File: src/rtl/divider_pkg.sv
// Shared types and constants for the sequential 16/8 restoring divider.
package divider_pkg;

  typedef enum logic [1:0] {
    IDLE = 2'd0,
    CALC = 2'd1,
    DONE = 2'd2
  } state_t;

  localparam int         W_Y   = 8;
  localparam int         W_Z   = 16;
  localparam int         CNT_W = 3;
  localparam logic [7:0] QSAT  = 8'hFF;

endpackage

File: src/rtl/divider_step.sv
// One combinational restoring-division step: shift in a dividend bit, trial-subtract y.
// Zero latency; no flow control of its own.
module divider_step #(
  parameter int W_Y = 8
) (
  input  logic [W_Y-1:0] p,
  input  logic           in_bit,
  input  logic [W_Y-1:0] y,
  output logic [W_Y-1:0] p_next,
  output logic           q_bit
);

  logic [W_Y:0] w_t;

  assign w_t    = {p, in_bit};
  assign q_bit  = (w_t >= {1'b0, y});
  // The difference is below y whenever it is taken, so W_Y bits hold it exactly.
  assign p_next = q_bit ? (w_t[W_Y-1:0] - y) : w_t[W_Y-1:0];

endmodule

File: src/rtl/unsigned_divider_16by8_seq.sv
// Sequential unsigned restoring divider, one quotient bit per cycle; result 9 cycles after accept (1 for y==0 / overflow).
// in_ready only in IDLE; a result stays valid and stable in DONE until out_ready.
module unsigned_divider_16by8_seq #(
  parameter int W_Y = divider_pkg::W_Y,
  parameter int W_Z = divider_pkg::W_Z
) (
  input  logic           clk,
  input  logic           rst,
  input  logic           in_valid,
  output logic           in_ready,
  input  logic [W_Z-1:0] z,
  input  logic [W_Y-1:0] y,
  output logic           out_valid,
  input  logic           out_ready,
  output logic [W_Y-1:0] x,
  output logic [W_Y-1:0] r,
  output logic           div0,
  output logic           ovf
);

  import divider_pkg::*;

  localparam int            CW       = ($clog2(W_Y) > CNT_W) ? $clog2(W_Y) : CNT_W;
  localparam logic [CW-1:0] CNT_LAST = CW'(W_Y - 1);
  localparam logic [W_Y-1:0] SAT     = (W_Y <= 8) ? W_Y'(QSAT) : {W_Y{1'b1}};

  state_t         r_state;
  state_t         w_state_nxt;
  logic           r_load;
  logic [W_Z-1:0] r_z;
  logic [W_Y-1:0] r_y;
  logic [W_Y-1:0] r_p;
  logic [W_Y-1:0] r_q;
  logic [CW-1:0]  r_cnt;
  logic [W_Y-1:0] r_x;
  logic [W_Y-1:0] r_r;
  logic           r_div0;
  logic           r_ovf;

  logic           w_accept;
  logic           w_zero;
  logic           w_big;
  logic           w_exc;
  logic           w_last;
  logic           w_qbit;
  logic [W_Y-1:0] w_p_next;
  logic [W_Y-1:0] w_q_next;

  assign w_accept = in_valid && (r_state == IDLE);
  assign w_zero   = (r_y == '0);
  assign w_big    = !w_zero && (r_z[W_Z-1:W_Y] >= r_y);
  assign w_exc    = w_zero || w_big;
  assign w_last   = !r_load && (r_cnt == CNT_LAST);
  assign w_q_next = {r_q[W_Y-2:0], w_qbit};

  divider_step #(
    .W_Y (W_Y)
  ) u_step (
    .p      (r_p),
    .in_bit (r_q[W_Y-1]),
    .y      (r_y),
    .p_next (w_p_next),
    .q_bit  (w_qbit)
  );

  always_ff @(posedge clk) begin
    if (rst) begin
      r_state <= IDLE;
    end else begin
      r_state <= w_state_nxt;
    end
  end

  always_comb begin
    w_state_nxt = r_state;
    case (r_state)
      IDLE:    if (w_accept) w_state_nxt = CALC;
      CALC:    if (r_load ? w_exc : w_last) w_state_nxt = DONE;
      DONE:    if (out_ready) w_state_nxt = IDLE;
      default: w_state_nxt = IDLE;
    endcase
  end

  // The accept edge only captures operands; the first CALC cycle classifies them
  // and either finishes an exception or seeds p/q for the eight shift steps.
  always_ff @(posedge clk) begin
    if (rst) begin
      r_load <= 1'b0;
      r_z    <= '0;
      r_y    <= '0;
      r_p    <= '0;
      r_q    <= '0;
      r_cnt  <= '0;
      r_x    <= '0;
      r_r    <= '0;
      r_div0 <= 1'b0;
      r_ovf  <= 1'b0;
    end else begin
      case (r_state)
        IDLE: begin
          if (w_accept) begin
            r_z    <= z;
            r_y    <= y;
            r_load <= 1'b1;
          end
        end
        CALC: begin
          if (r_load) begin
            r_load <= 1'b0;
            if (w_zero) begin
              r_x    <= SAT;
              r_r    <= r_z[W_Y-1:0];
              r_div0 <= 1'b1;
              r_ovf  <= 1'b0;
            end else if (w_big) begin
              r_x    <= SAT;
              r_r    <= SAT;
              r_div0 <= 1'b0;
              r_ovf  <= 1'b1;
            end else begin
              r_p   <= r_z[W_Z-1:W_Y];
              r_q   <= r_z[W_Y-1:0];
              r_cnt <= '0;
            end
          end else begin
            r_p   <= w_p_next;
            r_q   <= w_q_next;
            r_cnt <= r_cnt + 1'b1;
            if (w_last) begin
              r_x    <= w_q_next;
              r_r    <= w_p_next;
              r_div0 <= 1'b0;
              r_ovf  <= 1'b0;
            end
          end
        end
        default: ;
      endcase
    end
  end

  assign in_ready  = (r_state == IDLE);
  assign out_valid = (r_state == DONE);
  assign x         = r_x;
  assign r         = r_r;
  assign div0      = r_div0;
  assign ovf       = r_ovf;

endmodule
File: config.mk
export PLATFORM = sky130hd
export DESIGN_NAME = unsigned_divider_16by8_seq
export DESIGN_NICKNAME = d
export VERILOG_FILES = /design/src/rtl/divider_pkg.sv /design/src/rtl/divider_step.sv /design/src/rtl/unsigned_divider_16by8_seq.sv
export SDC_FILE = /design/constraint.sdc
export NUM_CORES = 1
export LEC_CHECK = 0
export BUFFER_PORTS_ARGS = -buffer_cell sky130_fd_sc_hd__buf_2
export CORE_MARGIN = 5
export CORE_UTILIZATION = 55
export DETAILED_ROUTE_END_ITERATION = 6
export PLACE_DENSITY_LB_ADDON = 0.05
export SYNTH_ARGS = -nofsm -noshare
export SYNTH_HDL_FRONTEND = slang
export SYNTH_SLANG_ARGS = --single-unit
File: constraint.sdc
create_clock -name clk -period 2.5 [get_ports clk]
set_input_delay 0.5 -clock clk [delete_from_list [all_inputs] [get_ports clk]]
set_output_delay 0.5 -clock clk [all_outputs]
set_load 0.01 [all_outputs]
## After elaboration in Yosys (flattened, before gate mapping)

Index checks and enable logic that the tools add are counted.

| storage, ports and cells | value |
|---|---|
| word-level logic and storage cells | 70 |
| flip-flop bits (word level) | 64 |
| output and inout bits | 20 |
| input bits | 28 |

| operators by class | value |
|---|---|
| order comparisons | 2 |
| reductions and logical operators | 15 |
| multiplexer cells | 31 |
| equal/unequal tests | 9 |
| add/sub/neg operators | 2 |

Operator list:

| kind | count |
|---|---|
| 8-bit 2-to-1 mux | 14 |
| 9-bit by 8-bit >= comparator with 1-bit output | 1 |
| 1-bit 2-to-1 mux | 9 |
| 3-bit 2-to-1 mux | 3 |
| 3-bit AND reduction | 3 |
| 8-bit >= comparator | 1 |
| 8-bit logical NOT | 1 |
| 8-bit subtractor | 1 |
| 2-bit 2-to-1 mux | 3 |
| 2-bit != test, second input constant | 3 |
| 2-bit one-hot mux with 3 select lines | 1 |
| 2-bit by 1-bit != test with 1-bit output, second input constant | 2 |
| 2-bit AND reduction | 2 |
| 2-bit nonzero test | 2 |
| 3-bit by 1-bit adder with 3-bit output, second input constant | 1 |
| 3-bit equality test, second input constant | 1 |
| 1-bit logical AND | 3 |
| 3-bit by 1-bit != test with 1-bit output, second input constant | 1 |
| 2-bit by 1-bit equality test with 1-bit output, second input constant | 1 |
| 2-bit equality test, second input constant | 1 |
| 1-bit logical NOT | 2 |
| 2-bit logical NOT | 1 |
| 1-bit one-hot mux with 2 select lines | 1 |
| 1-bit logical OR | 1 |

## Longest topological paths before layout

| depth | value |
|---|---|
| depth after elaboration | 7 |
| mapped depth | 9 |
| gate-level depth less buffers | 9 |

## Modules after synthesis

From an unflattened synthesis, not the netlist that was laid out.

| second synthesis, totals | value |
|---|---|
| cells, all modules | 395 |
| area, all modules | 3268.1 um^2 |

Modules (own cells, without submodules):

| module | instances | area an instance (um^2) | cells each | sequential area each (um^2) |
|---|---|---|---|---|
| unsigned_divider_16by8_seq | 1 | 2756.4 | 325 | 1281.2 |
| divider_step | 1 | 511.7 | 70 | 0.0 |

## Least setup slack after synthesis

Ideal clock, no wire load.

| timing path | value |
|---|---|
| path type | flip-flop to flip-flop |
| start | register r_q[7] |
| end | register r_r[6], in the netlist r[6] |
| buffers on the path | 0 |
| period minus slack after synthesis | 2103 ps |
| data required time | 2442 ps |
| cell stages (with the launch flop) | 10 |
| path slack | 397 ps |
| arrival time | 2045 ps |
| setup time | 58 ps |
| cells stage by stage | dfxtp_1 -> inv_1 -> ha_1 -> fa_1 -> nand2b_1 -> a211oi_1 -> o32a_1 -> o211ai_1 -> a311oi_1 -> o21a_1 |

| between the ends | value |
|---|---|
| longest elaborated chain between the ends | 4 |
| elaborated cells between the ends (all ways) | 5 |
| classes of those cells | 1 x add/sub; 1 x order compare; 3 x mux |

RTL lines:

| element | line | source |
|---|---|---|
| from (decl) | unsigned_divider_16by8_seq.sv:33 | `logic [W_Y-1:0] r_q;` |
| from (signal assigned) | unsigned_divider_16by8_seq.sv:122 | `r_q <= r_z[W_Y-1:0];` |
| from (signal assigned) | unsigned_divider_16by8_seq.sv:127 | `r_q <= w_q_next;` |
| 8-bit subtractor or 9-bit by 8-bit >= comparator with 1-bit output (tied branches) | divider_step.sv:18, divider_step.sv:16 |  |
| 8-bit 2-to-1 mux * | divider_step.sv:18 | `assign p_next = q_bit ? (w_t[W_Y-1:0] - y) : w_t[W_Y-1:0];` |
| 8-bit 2-to-1 mux * | unsigned_divider_16by8_seq.sv:129 | `if (w_last) begin` |
| 8-bit 2-to-1 mux * | unsigned_divider_16by8_seq.sv:108 | `if (r_load) begin` |
| to (signal assigned) | unsigned_divider_16by8_seq.sv:112 | `r_r <= r_z[W_Y-1:0];` |
| to (signal assigned) | unsigned_divider_16by8_seq.sv:131 | `r_r <= w_p_next;` |
| to (decl) | unsigned_divider_16by8_seq.sv:36 | `logic [W_Y-1:0] r_r;` |

Every way passes the cells marked *; elsewhere a longest branch is shown, timed or not. The select of a mux whose other input is x is not followed.
A chain may end at the register's enable or synchronous reset.

## Final worst setup path

Ends and elaborated chain as after synthesis.

==> results.toml <==
[run_status]
outcome = "finished with violations"
violations = "DRC"

[detailed_routing]
wl_per_cell_um = 15.7
firstDrtPassIters = 7
met1Wirelength_mm = 3.85
dr.max_layer_used = "met4"
wl_met3_um = 618
routed_via_density = 5.65
drcViolationCount = 1
num_vias = 2925
wirelength_mm = 8.12
ant_nets = 0
first_iter_violations = 225
dr_wl_met2_mm = 3.52

[yosys]
syn_area_mm2 = 0.00320
synthAdderAreaFrac_pct = 7.67
ys_dominant_reg_cell = "dfxtp_1"
synth_compound_area_share_pct = 21.4
synthMuxAreaShare_pct = 3.87
synthXorXnorAreaFrac_pct = 1.10
synth_top_family_by_area = "compound AO/OA/AOI/OAI gates"
yosysWarnings = 0
synth.avg_cell_area_um2 = 8.18
syn_nets = 438
synthSimpleGateAreaFrac_pct = 20.3
async_flop_share_pct = 0
synthCells = 391
synth_edf_count = 0
ys_types = 46
ys_ff_latch = 64
synth-seq-area-share_pct = 40.1

[clocking]
clockBufferDepth = 2
cts_hold_buf = 0
cts_max_level = 3
cts_tree = "yes"
clk_latency_ns = 0.35
numCtsBuffers = 9
root_buffer = "clkbuf_8"
cts.sinks = 64
postCtsSetupRepairBufs = 0
cts.reportedPaths.clkPinSlew_ns = 0.09

[layout]
mostFrequentLayoutCells = "64 x nand2_1, 64 x dfxtp_1, 47 x buf_2"
n_fill_cell = 487
seq_area_mm2 = 0.00128
multiInputGateArea_mm2 = 0.00175
n_antenna_cell = 0
area_growth_pct = 17.8
fin_cells = 518
final_area_mm2 = 0.00377
num-nets-final = 488
drive_above_1_share_pct = 20.0

[grt]
antenna_found_initial = 0
grt_pass1_wl_mm = 13.7
overflow = 0
grt_max_degree = 29
grt_pass1_vias = 2827
grt_usage_pct = 23.4

[flow_run]
cap_violations = 0

[worst_setup_path]
critPathLaunchType = "register"
crit_fanout = 4
path_class = "reg2reg"
r2r_setup_slack_ns = 0.16
crit_arrival_ns = 2.64
required_ns = 2.80
endpoint_kind = "register"

[sta]
tightestPinTransition_ns = 0.509
post-route-period-util_pct = 93.6
final-setup-viol-count = 0
relSlewSlack_pct = 66.1
finalHoldViolCount = 0
finClkSkew_ns = 0.0140
timing.fmax_mhz = 427
holdWs_ns = 0.384
min_period_ns = 2.34
final-max-slew-violation-count = 0

[placed_design]
numPortBuffers = 47
gp_congestion = 0.939
placed_area_mm2 = 0.00353
dpl.hpwl_mm = 6.05
placed_cells = 502

[pwr]
ir_drop_v = 0.000425
p_per_area_mw_per_mm2 = 860
cellLeakagePower_nw = 1.57

[floorplan]
core_area_mm2 = 0.00557
rows = 27
dieWidth_um = 86.3
dieHeight_um = 86.3
fp.dieArea_mm2 = 0.00744
io-pin-count = 48
floorplan.initialDensity_pct = 57.4

[worst_hold_path]
min_path_type = "in2reg"
flip-flops by register name (all words and copies together) (netlist names):
| signal | flops |
|---|---|
| r_q | 8 |
| r_z | 16 |
| div0 | 1 |
| r_p | 8 |
| r_load | 1 |
| r_state | 2 |
| r | 8 |
| ovf | 1 |
| x | 8 |
| r_y | 8 |
| r_cnt | 3 |
cell type report:
type | instances | area share [%]
Inverter | 22 | 2.19
Clock buffer | 9 | 3.29
Multi-Input combinational cell | 284 | 46.5
Clock inverter | 7 | 2.79
Timing Repair Buffer | 60 | 8.83
Tap cell | 72 | 2.39
Sequential cell | 64 | 34.0
layer usage:
metal  GRT usage (%)  vias to the layer above
li1                -                     1479
met5               0                        -
met4            9.21                        0
met1            32.8                     1334
met3            5.51                       12
met2            34.7                      100
cell usage after synthesis, drive strengths merged (9+ instances only):
| cell type | instances | area (um2) |
|---|---|---|
| a211oi | 10 | 87.6 |
| a21oi | 42 | 210 |
| a311oi | 9 | 78.8 |
| clkbuf | 13 | 48.8 |
| dfxtp | 64 | 1280 |
| ha | 18 | 225 |
| inv | 21 | 78.8 |
| mux2i | 9 | 90.1 |
| nand2 | 64 | 240 |
| nor2 | 41 | 154 |
| nor3 | 10 | 50.1 |
| o21ai | 9 | 45.0 |
final timing paths:
check              start       to  cells past startpoint
setup / recovery  r_q[7]     r[6]                      9
hold / removal     z[10]  r_z[10]                      3
hold reg to reg     r[6]     r[6]                      1
setup reg to reg  r_q[7]     r[6]                      9
where the power goes:
group          leakage [nW]  total, W  switching [W]  internal (W)
sequential            0.524   0.00121      0.0000905       0.00112
clock                 0.112   0.00103       0.000453      0.000573
combinational         0.937   0.00100       0.000582      0.000422
total                  1.57   0.00324        0.00113       0.00211
through the flow:
step | util, % | setup WS, ns | total power, W | setup TNS (ns)
6_report | 67.6 | 0.160 | 0.00324 | 0
5_1_grt | 67.6 | -0.0317 | 0.00344 | -0.0317
4_1_cts | 67.5 | 0.106 | 0.00323 | 0
3_5_place_dp | 63.4 | 0.155 | 0.00220 | 0
3_3_place_gp | 63.4 | 0.208 | 0.00219 | 0
2_1_floorplan | - | 0.397 | 0.00194 | 0
cells by family (layout without fill, tap and decap cells):
| family | count (synthesis) | count (layout) |
|---|---|---|
| buffers and inverters | 43 | 98 |
| muxes | 12 | 12 |
| DFF | 64 | 64 |
| AOI/OAI and AO/OA | 105 | 105 |
| adders and majority gates | 19 | 19 |
| and+or+nand+nor | 144 | 144 |
| xor gates and xnor gates | 4 | 4 |
worst max-delay path, cell delays in order, from the launching register on:
cell and delay (ns):
dfxtp_1 0.36, inv_1 0.05, ha_1 0.22, fa_1 0.40, nand2b_1 0.20, a211oi_2 0.24, o32a_1 0.19, o211ai_1 0.14
a311oi_1 0.33, o21a_1 0.16
timing repair:
action	4_1_cts	5_1_grt
gates resized for setup	0	2
setup endpoints to repair	0	2
endpoints found under the hold margin	0	0
No activity file was read; power rests on OpenSTA's default activity.
